## src/rtl/arith_decode_pkg.sv

```systemverilog
// Shared types for the arithmetic-op decode stage.
// Holds the op enum, decoded-entry struct and RV32 opcode constants.
package arith_decode_pkg;

  typedef enum logic [3:0] {
    arithop_nop    = 4'd0,
    arithop_add    = 4'd1,
    arithop_sub    = 4'd2,
    arithop_inc    = 4'd3,
    arithop_mul    = 4'd4,
    arithop_mulh   = 4'd5,
    arithop_mulhsu = 4'd6,
    arithop_mulhu  = 4'd7,
    arithop_div    = 4'd8,
    arithop_divu   = 4'd9,
    arithop_rem    = 4'd10,
    arithop_remu   = 4'd11
  } rv32_arithop;

  typedef struct packed {
    rv32_arithop arithop;
    logic        invalid;
    logic        multicycle;
  } dec_t;

  localparam dec_t DEC_RESET = '{
    arithop:    arithop_nop,
    invalid:    1'b0,
    multicycle: 1'b0
  };

  localparam logic [6:0] OPC_OP     = 7'b0110011;
  localparam logic [6:0] OPC_OP_IMM = 7'b0010011;
  localparam logic [6:0] OPC_LOAD   = 7'b0000011;
  localparam logic [6:0] OPC_STORE  = 7'b0100011;
  localparam logic [6:0] OPC_BRANCH = 7'b1100011;
  localparam logic [6:0] OPC_JAL    = 7'b1101111;
  localparam logic [6:0] OPC_JALR   = 7'b1100111;
  localparam logic [6:0] OPC_AUIPC  = 7'b0010111;
  localparam logic [6:0] OPC_LUI    = 7'b0110111;

  localparam logic [6:0] FUNCT7_MULDIV = 7'b0000001;

  function automatic rv32_arithop muldiv_op(
    input logic [2:0] f3
  );
    rv32_arithop op;
    unique case (f3)
      3'b000:  op = arithop_mul;
      3'b001:  op = arithop_mulh;
      3'b010:  op = arithop_mulhsu;
      3'b011:  op = arithop_mulhu;
      3'b100:  op = arithop_div;
      3'b101:  op = arithop_divu;
      3'b110:  op = arithop_rem;
      default: op = arithop_remu;
    endcase
    return op;
  endfunction

endpackage

```

## src/rtl/arith_decode_comb.sv

```systemverilog
// Combinational RV32 instruction -> adder/multiplier op decode.
// Ports: i_inst in; o_arithop, o_invalid, o_multicycle out.
module arith_decode_comb
  import arith_decode_pkg::*;
#(
  parameter bit ENABLE_M = 1'b1
) (
  input  logic [31:0]  i_inst,
  output rv32_arithop  o_arithop,
  output logic         o_invalid,
  output logic         o_multicycle
);

  logic [6:0] opc;
  logic [2:0] f3;
  logic [6:0] f7;
  logic       unused_bits;

  assign opc = i_inst[6:0];
  assign f3  = i_inst[14:12];
  assign f7  = i_inst[31:25];

  // register and immediate fields do not affect the op class
  assign unused_bits = ^{i_inst[24:15], i_inst[11:7]};

  // defaults describe the invalid case: nop, no multicycle
  always_comb begin
    o_arithop    = arithop_nop;
    o_invalid    = 1'b1;
    o_multicycle = 1'b0;
    unique case (1'b1)
      (opc == OPC_OP): begin
        if (f7 == 7'b0000000 || f7 == 7'b0100000) begin
          unique case (f3)
            3'b000: begin
              o_arithop = i_inst[30] ? arithop_sub
                                     : arithop_add;
              o_invalid = 1'b0;
            end
            3'b010, 3'b011: begin
              if (!i_inst[30]) begin
                o_arithop = arithop_sub;
                o_invalid = 1'b0;
              end
            end
            default: ;
          endcase
        end else if (ENABLE_M && f7 == FUNCT7_MULDIV) begin
          o_arithop    = muldiv_op(f3);
          o_invalid    = 1'b0;
          o_multicycle = 1'b1;
        end
      end
      (opc == OPC_OP_IMM): begin
        unique case (f3)
          3'b000: begin
            o_arithop = arithop_add;
            o_invalid = 1'b0;
          end
          3'b010, 3'b011: begin
            o_arithop = arithop_sub;
            o_invalid = 1'b0;
          end
          default: ;
        endcase
      end
      (opc == OPC_LOAD || opc == OPC_STORE ||
       opc == OPC_AUIPC || opc == OPC_LUI): begin
        o_arithop = arithop_add;
        o_invalid = 1'b0;
      end
      (opc == OPC_BRANCH): begin
        if (f3 != 3'b010 && f3 != 3'b011) begin
          o_arithop = arithop_sub;
          o_invalid = 1'b0;
        end
      end
      (opc == OPC_JAL): begin
        o_arithop = arithop_inc;
        o_invalid = 1'b0;
      end
      (opc == OPC_JALR): begin
        if (f3 == 3'b000) begin
          o_arithop = arithop_inc;
          o_invalid = 1'b0;
        end
      end
      default: ;
    endcase
  end

endmodule

```

## src/rtl/arith_decode_stage.sv

```systemverilog
// Registered decode stage with 2-entry skid buffer, flush and invalid counter.
// Ports: clk/rst/flush, valid/ready in and out, inst+tag in, decoded op+tag+count out.
module arith_decode_stage
  import arith_decode_pkg::*;
#(
  parameter bit ENABLE_M = 1'b1,
  parameter int TAG_W    = 8,
  parameter int CNT_W    = 16
) (
  input  logic              i_clk,
  input  logic              i_rst,
  input  logic              i_flush,
  input  logic              i_valid,
  output logic              o_ready,
  input  logic [31:0]       i_inst,
  input  logic [TAG_W-1:0]  i_tag,
  output logic              o_valid,
  input  logic              i_ready,
  output rv32_arithop       o_arithop,
  output logic              o_invalid,
  output logic              o_multicycle,
  output logic [TAG_W-1:0]  o_tag,
  output logic [CNT_W-1:0]  o_invalid_count
);

  rv32_arithop      dec_op;
  logic             dec_inv;
  logic             dec_mc;
  dec_t             in_dec;
  dec_t             out_dec;
  dec_t             skid_dec;
  logic [TAG_W-1:0] out_tag;
  logic [TAG_W-1:0] skid_tag;
  logic             out_valid;
  logic             skid_valid;
  logic [CNT_W-1:0] cnt;
  logic             in_hs;
  logic             out_hs;

  arith_decode_comb #(
    .ENABLE_M (ENABLE_M)
  ) u_dec (
    .i_inst       (i_inst),
    .o_arithop    (dec_op),
    .o_invalid    (dec_inv),
    .o_multicycle (dec_mc)
  );

  always_comb begin
    in_dec            = DEC_RESET;
    in_dec.arithop    = dec_op;
    in_dec.invalid    = dec_inv;
    in_dec.multicycle = dec_mc;
  end

  // ready depends only on the skid register, never on i_ready
  assign o_ready = ~skid_valid;
  assign in_hs   = i_valid & ~skid_valid;
  assign out_hs  = out_valid & i_ready;

  always_ff @(posedge i_clk) begin
    if (i_rst) begin
      out_valid  <= 1'b0;
      skid_valid <= 1'b0;
      out_dec    <= DEC_RESET;
      skid_dec   <= DEC_RESET;
      out_tag    <= '0;
      skid_tag   <= '0;
      cnt        <= '0;
    end else begin
      if (out_hs && out_dec.invalid && cnt != '1)
        cnt <= cnt + 1'b1;
      if (i_flush) begin
        out_valid  <= 1'b0;
        skid_valid <= 1'b0;
      end else if (!out_valid || out_hs) begin
        // skid full implies no input handshake this cycle
        if (skid_valid) begin
          out_dec    <= skid_dec;
          out_tag    <= skid_tag;
          out_valid  <= 1'b1;
          skid_valid <= 1'b0;
        end else if (in_hs) begin
          out_dec   <= in_dec;
          out_tag   <= i_tag;
          out_valid <= 1'b1;
        end else begin
          out_valid <= 1'b0;
        end
      end else if (in_hs) begin
        skid_dec   <= in_dec;
        skid_tag   <= i_tag;
        skid_valid <= 1'b1;
      end
    end
  end

  assign o_valid         = out_valid;
  assign o_arithop       = out_dec.arithop;
  assign o_invalid       = out_dec.invalid;
  assign o_multicycle    = out_dec.multicycle;
  assign o_tag           = out_tag;
  assign o_invalid_count = cnt;

endmodule
```

## config.mk

```make
export PLATFORM = sky130hd
export DESIGN_NAME = arith_decode_stage
export DESIGN_NICKNAME = d
export VERILOG_FILES = /design/src/rtl/arith_decode_pkg.sv /design/src/rtl/arith_decode_comb.sv /design/src/rtl/arith_decode_stage.sv
export SDC_FILE = /design/constraint.sdc
export NUM_CORES = 1
export LEC_CHECK = 0
export ABC_AREA = 1
export BUFFER_PORTS_ARGS = -buffer_cell sky130_fd_sc_hd__clkbuf_2
export CORE_MARGIN = 4
export CORE_UTILIZATION = 45
export DETAILED_ROUTE_END_ITERATION = 8
export GPL_TIMING_DRIVEN = 1
export PLACE_DENSITY_LB_ADDON = 0.08
export SYNTH_ARGS = -nofsm -noshare
export SYNTH_HDL_FRONTEND = slang
export SYNTH_SLANG_ARGS = --single-unit
```

## constraint.sdc

```tcl
create_clock -name i_clk -period 1.8 [get_ports i_clk]
set_input_delay 0.36 -clock i_clk [delete_from_list [all_inputs] [get_ports i_clk]]
set_output_delay 0.36 -clock i_clk [all_outputs]
set_load 0.02 [all_outputs]
```

==> run summary, run 1 <==
most common cell in the netlist = nand2_1
post-synth top area cell = dfxtp_1
RSZ-0062 raised after global routing = no
Unique masters post-synth = 30
fin worst setup slack = 0.2085 ns
ANT cells = 0
I/O Pins = 77
initial antenna violation count = 0
Critical Path Start Type = register
Final min period = 1.591 ns
slew margin rel. = 0.7773
crit-path max cell delay = 0.35 ns
P&R area growth vs syn = 21.56%
pin slew with the least headroom to its limit = 0.3315 ns
crit path max fanout = 8
Mapped Cells = 381
Overflow after GRT = 0
top post-synthesis cells by area = dfxtp_1 37%, nand2_1 14%, nor2_1 9.6%, o21ai_0 7.0%, inv_1 5.7%
GPL Wtd Cong = 0.8857
Starting Density = 0.4754
Die Ht = 82.39 µm
nets@finish = 494
Worst Path Buf+Inv = 1
most instantiated cells after synthesis = 95 x nand2_1, 64 x nor2_1, 46 x dfxtp_1, 38 x inv_1, 35 x o21ai_0
combinational fraction of design power = 0.109
Filler cells = 519
Clock Power Share = 0.374
Switching Share = 0.2450
Post-Layout Inst Area = 3027 µm²
Port-buffer cells = 61
CP Cell Sequence = ha_1 > nand3_2 > nor2_4 > nand3_2 > nand2_4 > buf_4 > nor2_1 > o21ai_0 > nor2_1
setup TNS = 0 ns
Async SR Flop Fraction = 0
CTS tree = done
vias per inst = 4.877
Clock Tree Buf Depth = 2
DP Area = 2917 µm²
pwr/cell area = 674.8 nW/µm²
Worst Setup Path Type = register to register
Post-Place Worst Slack = 0.2102 ns
Cell Rows = 26
average cell area after synthesis = 6.535 µm²
maxcap violations = 0
vias post-DR = 2,531
top cell type's share of synthesized area = 0.3698
die area = 6787 µm²
CTS clk-pin slew, worst paths = 0.09 ns
Slew Limit Fails = 0
GRT Resource Usage Total = 0.1967
DP HPWL = 4572 µm
TritonRoute pass-1 iters = 4
wire length per cell = 11.52 µm
Iteration-0 DRC Markers = 145
final hold slack = 0.2619 ns
post-CTS setup repair buffer count = 0
Psw = 0.5005 mW
CP max-delay cell = dfxtp_1
maximum vdd drop = 353.0 µV
internal power = 1.542 mW
outcome = finished clean
period utilization = 0.8842
number of synthesized register bits = 46
Post-CTS Resized = 0
f_max = 0.6283 GHz
Clock Latency Late Sink = 0.30 ns
Hold WC Path Type = primary input to register
Max H-tree Level = 2
Top FF cell, synth = dfxtp_1
clk sinks = 46
Core Box Area = 5238 µm²
# setup viols final = 0
Final ANT Viol Nets = 0
LEAKAGE = 1.370 nW
WL final = 5979 µm
Final Hold Fails = 0
Crit. End Element = register
global-route wire length before repair = 10,410 µm
Mapped Nets = 427
fraction of layout cells with a size suffix above 1 = 0.2294
total power = 2.042 mW
Post-CTS Hold Fix Bufs = 0
DRC Markers = 0
sequential share of power = 0.518
Critical Path RT = 1.99 ns
Syn Std Cell Area = 2490 µm²
register area share after synthesis = 0.3698
number of synthesized flops with an enable pin = 0
Die W = 82.39 µm
Crit path max-delay family = simple AND/OR/NAND/NOR gates
clock skew = 0.006163 ns
largest net degree at the start of global routing = 21
vias in the first global route = 2,453
critical path arrival = 1.79 ns
Num CTS Buffers = 5
Yosys warning total = 0
CTS root buffer = clkbuf_8
==> stage by stage <==
step / util / instances
after floorplan: - / 381
after global placement: 0.5569 / 511
after detailed placement: 0.5569 / 511
after CTS: 0.5779 / 519
after global routing: 0.5779 / 519
final: 0.5779 / 519
==> worst paths after layout <==
path	start	to	slack, ns	cells after the start
worst max-delay path	o_invalid_count[0]	o_invalid_count[4]	0.21	9
worst max register to register	o_invalid_count[0]	o_invalid_count[4]	0.21	9
worst min register to register	skid_tag[1]	o_tag[1]	0.48	2
worst min-delay path	i_flush	o_valid	0.26	2
==> cell families (layout without fill, tap and decap cells) <==
logic type / Yosys count / count (layout) / synth area share
compound gates: 73 / 73 / 0.1663
xor+xnor: 8 / 8 / 0.02814
fa+ha+maj: 1 / 1 / 0.005024
buf+inv: 53 / 121 / 0.08794
flops: 46 / 46 / 0.3698
simple gates: 200 / 200 / 0.3427
==> layout make-up <==
cell class	count	area, µm²	share of cell area
multi-input cells	282	1350	0.4461
well taps	70	87.58	0.02894
repair buffers	73	407.9	0.1348
clock buffers	6	72.57	0.02398
clock inverters	2	37.54	0.01240
inverters	40	150.1	0.04961
flip-flops and latches	46	920.9	0.3043
==> registers in the layout, indices dropped and copies added, names as in the netlist <==
| signal | flops |
|---|---|
| o_arithop | 4 |
| o_invalid | 1 |
| o_invalid_count | 16 |
| o_multicycle | 1 |
| o_tag | 8 |
| o_valid | 1 |
| skid_dec | 6 |
| skid_tag | 8 |
| skid_valid | 1 |
==> per-layer routing <==
layer | wire (µm) | share of wire | vias up | GRT usage
li1 | - | - | 1353 | -
met1 | 2750 | 0.46 | 1111 | 0.2533
met2 | 2839 | 0.47 | 60 | 0.3213
met3 | 321 | 0.054 | 7 | 0.04447
met4 | 68 | 0.011 | 0 | 0.06977
met5 | 0 | 0 | - | 0
==> worst register-to-register path, stage by stage, from the launching register on <==
cell and delay [ns]:
dfxtp_1 0.35, ha_1 0.26, nand3_2 0.16, nor2_4 0.16, nand3_2 0.09, nand2_4 0.08
buf_4 0.14, nor2_1 0.04, o21ai_0 0.14, nor2_1 0.05
==> power by group through the flow <==
| stage | clock [mW] | combinational, mW | sequential [mW] |
|---|---|---|---|
| 2_1_floorplan | 0 | 0.0989 | 1.11 |
| 3_3_place_gp | 0 | 0.220 | 1.08 |
| 3_5_place_dp | 0 | 0.224 | 1.08 |
| 4_1_cts | 0.794 | 0.224 | 1.06 |
| 5_1_grt | 0.824 | 0.252 | 1.06 |
| 6_report | 0.763 | 0.222 | 1.06 |
==> cells in the final DEF (no fill, tap or decap), types with 4 or more instances in the layout <==
| master | synthesis | final |
|---|---|---|
| xnor2_1 | 4 | 4 |
| clkbuf_8 | 0 | 5 |
| nand3_1 | 21 | 21 |
| a21oi_1 | 19 | 19 |
| a31oi_1 | 8 | 8 |
| xor2_1 | 4 | 4 |
| buf_4 | 0 | 11 |
| inv_1 | 38 | 38 |
| nand2_1 | 95 | 95 |
| o21ai_0 | 35 | 35 |
| a21oi_2 | 9 | 9 |
| dfxtp_1 | 46 | 46 |
| clkbuf_2 | 0 | 61 |
| nor2_1 | 64 | 64 |
(Power assumes the default switching activity.)
==> run 2: changes to the inputs <==
--- a/config.mk
+++ b/config.mk
@@ -12,6 +12,7 @@
 export DETAILED_ROUTE_END_ITERATION = 8
 export GPL_TIMING_DRIVEN = 1
 export PLACE_DENSITY_LB_ADDON = 0.08
+export REMOVE_ABC_BUFFERS = 1
 export SYNTH_ARGS = -nofsm -noshare
 export SYNTH_HDL_FRONTEND = slang
 export SYNTH_SLANG_ARGS = --single-unit
==> run summary, run 2 (same netlist as run 1, synthesis figures left out) <==
Overflow after GRT = 0 (unchanged)
ANT cells = 0 (unchanged)
Layout Cells excl Fill = 521 (+0.39%)
Die Ht = 82.39 µm (unchanged)
GPL Wtd Cong = 0.8608 (-2.8%)
vias per inst = 4.990 (+2.3%)
Num CTS Buffers = 5 (unchanged)
combinational fraction of design power = 0.105 (-0.004)
Hold Crit Depth = 2 (unchanged)
internal power = 1.539 mW (-0.18%)
largest net degree at the start of global routing = 34 (+62%)
maximum vdd drop = 423.1 µV (+20%)
Slew Limit Fails = 0 (unchanged)
setup TNS = 0 ns (unchanged)
outcome = finished clean
slew margin rel. = 0.7502 (-0.02713)
Core Box Area = 5238 µm² (unchanged)
Worst Setup Path Type = register to register
f_max = 0.6126 GHz (-2.5%)
commonest non-fill, non-tap cell in the layout = nand2_1
sequential share of power = 0.512 (-0.006)
Final ANT Viol Nets = 0 (unchanged)
Post-CTS Resized = 0 (unchanged)
Post-CTS Hold Fix Bufs = 0 (unchanged)
Die W = 82.39 µm (unchanged)
Final Hold Fails = 0 (unchanged)
crit path max fanout = 16 (+8)
TritonRoute pass-1 iters = 4 (unchanged)
pwr/cell area = 679.9 nW/µm² (+0.76%)
maxcap violations = 0 (unchanged)
LEAKAGE = 1.387 nW (+1.2%)
total power = 2.061 mW (+0.92%)
nets@finish = 496 (+0.40%)
period utilization = 0.9069 (+0.02272)
DRC Markers = 0 (unchanged)
Psw = 0.5221 mW (+4.3%)
Critical Path Start Type = register
Iteration-0 DRC Markers = 102 (-30%)
global-route wire length before repair = 10,120 µm (-2.9%)
CTS clk-pin slew, worst paths = 0.09 ns (about the same)
CTS root buffer = clkbuf_8
initial antenna violation count = 0 (unchanged)
Hold WC Path Type = primary input to register
wire length per cell = 11.78 µm (+2.2%)
RSZ-0062 raised after global routing = no
fraction of layout cells with a size suffix above 1 = 0.2350 (+0.005635)
CTS tree = done
Final min period = 1.632 ns (+0.04090 ns)
vias post-DR = 2,600 (+2.7%)
pin slew with the least headroom to its limit = 0.3719 ns (+0.04038 ns)
fin worst setup slack = 0.1676 ns (-0.04090 ns)
P&R area growth vs syn = 21.76%
I/O Pins = 77 (unchanged)
Crit. End Element = register
Cell Rows = 26 (unchanged)
vias in the first global route = 2,365 (-3.6%)
commonest cells after routing, fill and taps aside = 95 x nand2_1, 64 x nor2_1, 61 x clkbuf_2, 46 x dfxtp_1, 38 x inv_1
WL final = 6135 µm (+2.6%)
FF-to-FF path depth = 9 (unchanged)
clk sinks = 46 (unchanged)
clock skew = 0.009143 ns (+0.002980 ns)
Filler cells = 557 (+7.3%)
Critical Path RT = 1.99 ns (about the same)
placed cell count = 513 (+0.39%)
Port-buffer cells = 61 (unchanged)
Clock Latency Late Sink = 0.30 ns (about the same)
Starting Density = 0.4754 (unchanged)
critical path arrival = 1.83 ns (+0.04 ns)
Clock Tree Buf Depth = 2 (unchanged)
die area = 6787 µm² (unchanged)
Post-Place Worst Slack = 0.2006 ns (-0.009569 ns)
DP HPWL = 4540 µm (-0.70%)
GRT Resource Usage Total = 0.1895 (-0.007243)
Clock Power Share = 0.382 (+0.008)
# setup viols final = 0 (unchanged)
max reg flops = 16 (unchanged)
Switching Share = 0.2533 (+0.008270)
post-CTS setup repair buffer count = 0 (unchanged)
Max H-tree Level = 2 (unchanged)
run 2: changes by cell type in the layout (fill, tap and decap cells not counted), sizes merged:
cell / change
clkinv: +1
buf: +2
inv: +1
clkbuf: -1
clkinvlp: -1
run 2: stage by stage:
step	area (µm²)	utilization	hold slack, ns
2_1_floorplan	2421	-	0.4224
3_3_place_gp	2919	0.5573	0.4579
3_5_place_dp	2919	0.5573	0.4662
4_1_cts	3032	0.5788	0.2607
5_1_grt	3032	0.5788	0.2538
6_report	3032	0.5788	0.2702
run 2: layer usage:
layer  wire length, µm  up-vias  track usage
met1              2884     1167       0.2348
li1                  -     1363            -
met2              2849       61       0.3253
met5                 0        -            0
met4                89        0      0.05814
met3               311        9      0.04230
run 2: final cells by class:
type                       count  area (µm²)  share of cell area
multi-input combinational    282        1350              0.4453
sequential                    46       920.9              0.3038
timing repair buffer          75       410.4              0.1354
inverter                      40       150.1             0.04953
tap                           70       87.58             0.02889
clock buffer                   5       68.82             0.02270
clock inverter                 3       43.79             0.01444
run 2: worst paths after layout:
| check | to | slack [ns] | startpoint |
|---|---|---|---|
| max | o_invalid_count[12] | 0.17 | o_invalid_count[0] |
| max reg2reg | o_invalid_count[12] | 0.17 | o_invalid_count[0] |
| min reg2reg | o_tag[4] | 0.47 | skid_tag[4] |
| min | o_valid | 0.27 | i_flush |
run 2: power by group through the flow:
stage               clock network [mW]  logic, mW  registers, mW
floorplan                            0     0.0883           1.11
global placement                     0      0.215           1.08
detailed placement                   0      0.218           1.08
CTS                              0.801      0.219           1.06
global route                     0.838      0.247           1.06
finish                           0.788      0.217           1.06
run 2: worst max-delay path, stage by stage, from the launching register on:
cell and delay (ns):
dfxtp_1 0.33, ha_1 0.23, nand3_2 0.14, nor2_4 0.06, nand3_2 0.08, nand2_4 0.09, inv_2 0.24, nand2_1 0.10
o21ai_0 0.17, nor2_1 0.06
==> run 3: changes to the inputs <==
==> constraint.sdc (replaced) <==
create_clock -name i_clk -period 1.95 [get_ports i_clk]
set_input_delay 0.39 -clock i_clk [delete_from_list [all_inputs] [get_ports i_clk]]
set_output_delay 0.39 -clock i_clk [all_outputs]
set_load 0.02 [all_outputs]
==> run summary, run 3 (same netlist as run 1, synthesis figures left out) <==
Clock Power Share = 0.377 (-0.005)
R2R Path End = o_invalid_count[4]
Switching Share = 0.2461 (-0.007235)
Critical Path RT = 2.14 ns (+0.15 ns)
Slew Limit Fails = 0 (unchanged)
sequential share of power = 0.518 (+0.006)
Post-Layout Inst Area = 2987 µm² (-1.5%)
Final min period = 1.721 ns (+0.08902 ns)
commonest non-fill, non-tap cell in the layout = nand2_1
Clock Latency Late Sink = 0.30 ns (about the same)
Crit. End Element = register
internal power = 1.420 mW (-7.8%)
P&R area growth vs syn = 19.95%
initial antenna violation count = 0 (unchanged)
hold path startpoint = i_flush
Overflow after GRT = 0 (unchanged)
ANT cells = 0 (unchanged)
Core Box Area = 5238 µm² (unchanged)
period utilization = 0.8828 (-0.02411)
CTS clk-pin slew, worst paths = 0.09 ns (about the same)
post-CTS setup repair buffer count = 0 (unchanged)
vias per inst = 4.918 (-1.4%)
slew margin rel. = 0.6586 (-0.09161)
Clock Tree Buf Depth = 2 (unchanged)
I/O Pins = 77 (unchanged)
pin slew with the least headroom to its limit = 0.5116 ns (+0.1397 ns)
fraction of layout cells with a size suffix above 1 = 0.2247 (-0.01031)
final core occ = 0.5702 (-0.008600)
crit-path max cell delay = 0.43 ns (+0.10 ns)
vias post-DR = 2,533 (-2.6%)
max reg flops = 16 (unchanged)
Hold Crit Depth = 2 (unchanged)
RSZ-0062 raised after global routing = no
Die Ht = 82.39 µm (unchanged)
critical path arrival = 1.92 ns (+0.09 ns)
Hold Path Sink = o_valid
Filler cells = 540 (-3.1%)
Final ANT Viol Nets = 0 (unchanged)
Hold WC Path Type = primary input to register
die area = 6787 µm² (unchanged)
crit path max fanout = 15 (-1)
worst reg2reg startpoint = o_invalid_count[1]
nets@finish = 490 (-1.2%)
# setup viols final = 0 (unchanged)
GRT Resource Usage Total = 0.1858 (-0.003686)
commonest cells after routing, fill and taps aside = 95 x nand2_1, 64 x nor2_1, 61 x clkbuf_2, 46 x dfxtp_1, 38 x inv_1
Cell Rows = 26 (unchanged)
maximum vdd drop = 358.8 µV (-15%)
Iteration-0 DRC Markers = 91 (-11%)
Num CTS Buffers = 5 (unchanged)
largest net degree at the start of global routing = 34 (unchanged)
Register Area = 920.9 µm² (unchanged)
CP Cell Sequence = ha_1 > nand3_2 > nor2_4 > nand3_2 > nand2_4 > buf_4 > nor2_1 > o21ai_0 > nor2_1
global-route wire length before repair = 9991 µm (-1.2%)
pwr/cell area = 630.5 nW/µm² (-7.3%)
DP Area = 2874 µm² (-1.5%)
CP max-delay cell = dfxtp_1
FF-to-FF path depth = 9 (unchanged)
vias in the first global route = 2,283 (-3.5%)
Max H-tree Level = 2 (unchanged)
maxcap violations = 0 (unchanged)
GPL Wtd Cong = 0.8343 (-3.1%)
TritonRoute pass-1 iters = 4 (unchanged)
Final Hold Fails = 0 (unchanged)
Critical Path Start Type = register
Post-CTS Hold Fix Bufs = 0 (unchanged)
Die W = 82.39 µm (unchanged)
Port-buffer cells = 61 (unchanged)
LEAKAGE = 1.354 nW (-2.4%)
Starting Density = 0.4754 (unchanged)
DP HPWL = 4373 µm (-3.7%)
wire length per cell = 11.37 µm (-3.5%)
clk sinks = 46 (unchanged)
Psw = 0.4634 mW (-11%)
setup TNS = 0 ns (unchanged)
DRC Markers = 0 (unchanged)
multi-input logic area = 1350 µm² (unchanged)
WL final = 5854 µm (-4.6%)
combinational fraction of design power = 0.105 (about the same)
Worst Setup Path Type = register to register
outcome = finished clean
clock skew = 0.006456 ns (-0.002687 ns)
f_max = 0.5809 GHz (-5.2%)
CTS tree = done
Post-CTS Resized = 0 (unchanged)
CTS root buffer = clkbuf_8
reg-to-reg slack, setup = 0.23 ns (+0.06 ns)
run 3: cell types whose count changed in the layout (fill, tap and decap cells not counted):
cell	previous run	this run
buf_4	14	8
run 3: worst max-delay path, delay by kind of cell, from the launching register on:
family	cells	cell delay [ns]
AOI/OAI and AO/OA	1	0.13
adders and majority gates	1	0.28
buffers and inverters	1	0.19
DFF	1	0.43
and+or+nand+nor	6	0.59
run 3: per-stage QoR:
step                      instances  worst slack, ns  hold slack [ns]  total power, mW
final                           515           0.2286           0.2966            1.883
after global routing            515          0.04169           0.2741            1.972
after CTS                       515           0.2250           0.2802            1.912
after detailed placement        507           0.2414           0.4660            1.197
after global placement          507           0.2566           0.4581            1.194
after floorplan                 368           0.2629           0.4524            1.104
run 3: area by class of cell:
cell class,instances,share of cell area
Clock buffer,5,0.02304
Sequential cell,46,0.3083
Tap cell,70,0.02933
Timing Repair Buffer,69,0.1223
Clock inverter,3,0.01466
Inverter,40,0.05027
Multi-Input combinational cell,282,0.4520
run 3: power groups by stage:
stage               Sequential [mW]  Clock, mW  Combinational [mW]
floorplan                      1.02          0              0.0815
global placement              0.997          0               0.197
detailed placement            0.998          0               0.199
CTS                           0.976      0.736               0.200
global route                  0.979      0.766               0.227
finish                        0.975      0.710               0.197
run 3: per-layer routing:
metal	routed length [µm]	share of wire	vias up	track usage
met5	0	0	-	0
met4	33	0.0056	0	0.03488
met3	270	0.046	3	0.03471
met2	2776	0.47	52	0.3277
met1	2774	0.47	1131	0.2360
li1	-	-	1347	-
run 3: worst max path at each step:
stage               slack, ns  depth (start not counted)                from                  end
finish                   0.23                          9  o_invalid_count[1]   o_invalid_count[4]
global route             0.04                          9  o_invalid_count[1]   o_invalid_count[4]
CTS                      0.23                          9  o_invalid_count[1]   o_invalid_count[4]
detailed placement       0.24                          9  o_invalid_count[1]   o_invalid_count[4]
global placement         0.26                          9  o_invalid_count[1]   o_invalid_count[4]
floorplan                0.26                         10  o_invalid_count[1]  o_invalid_count[12]
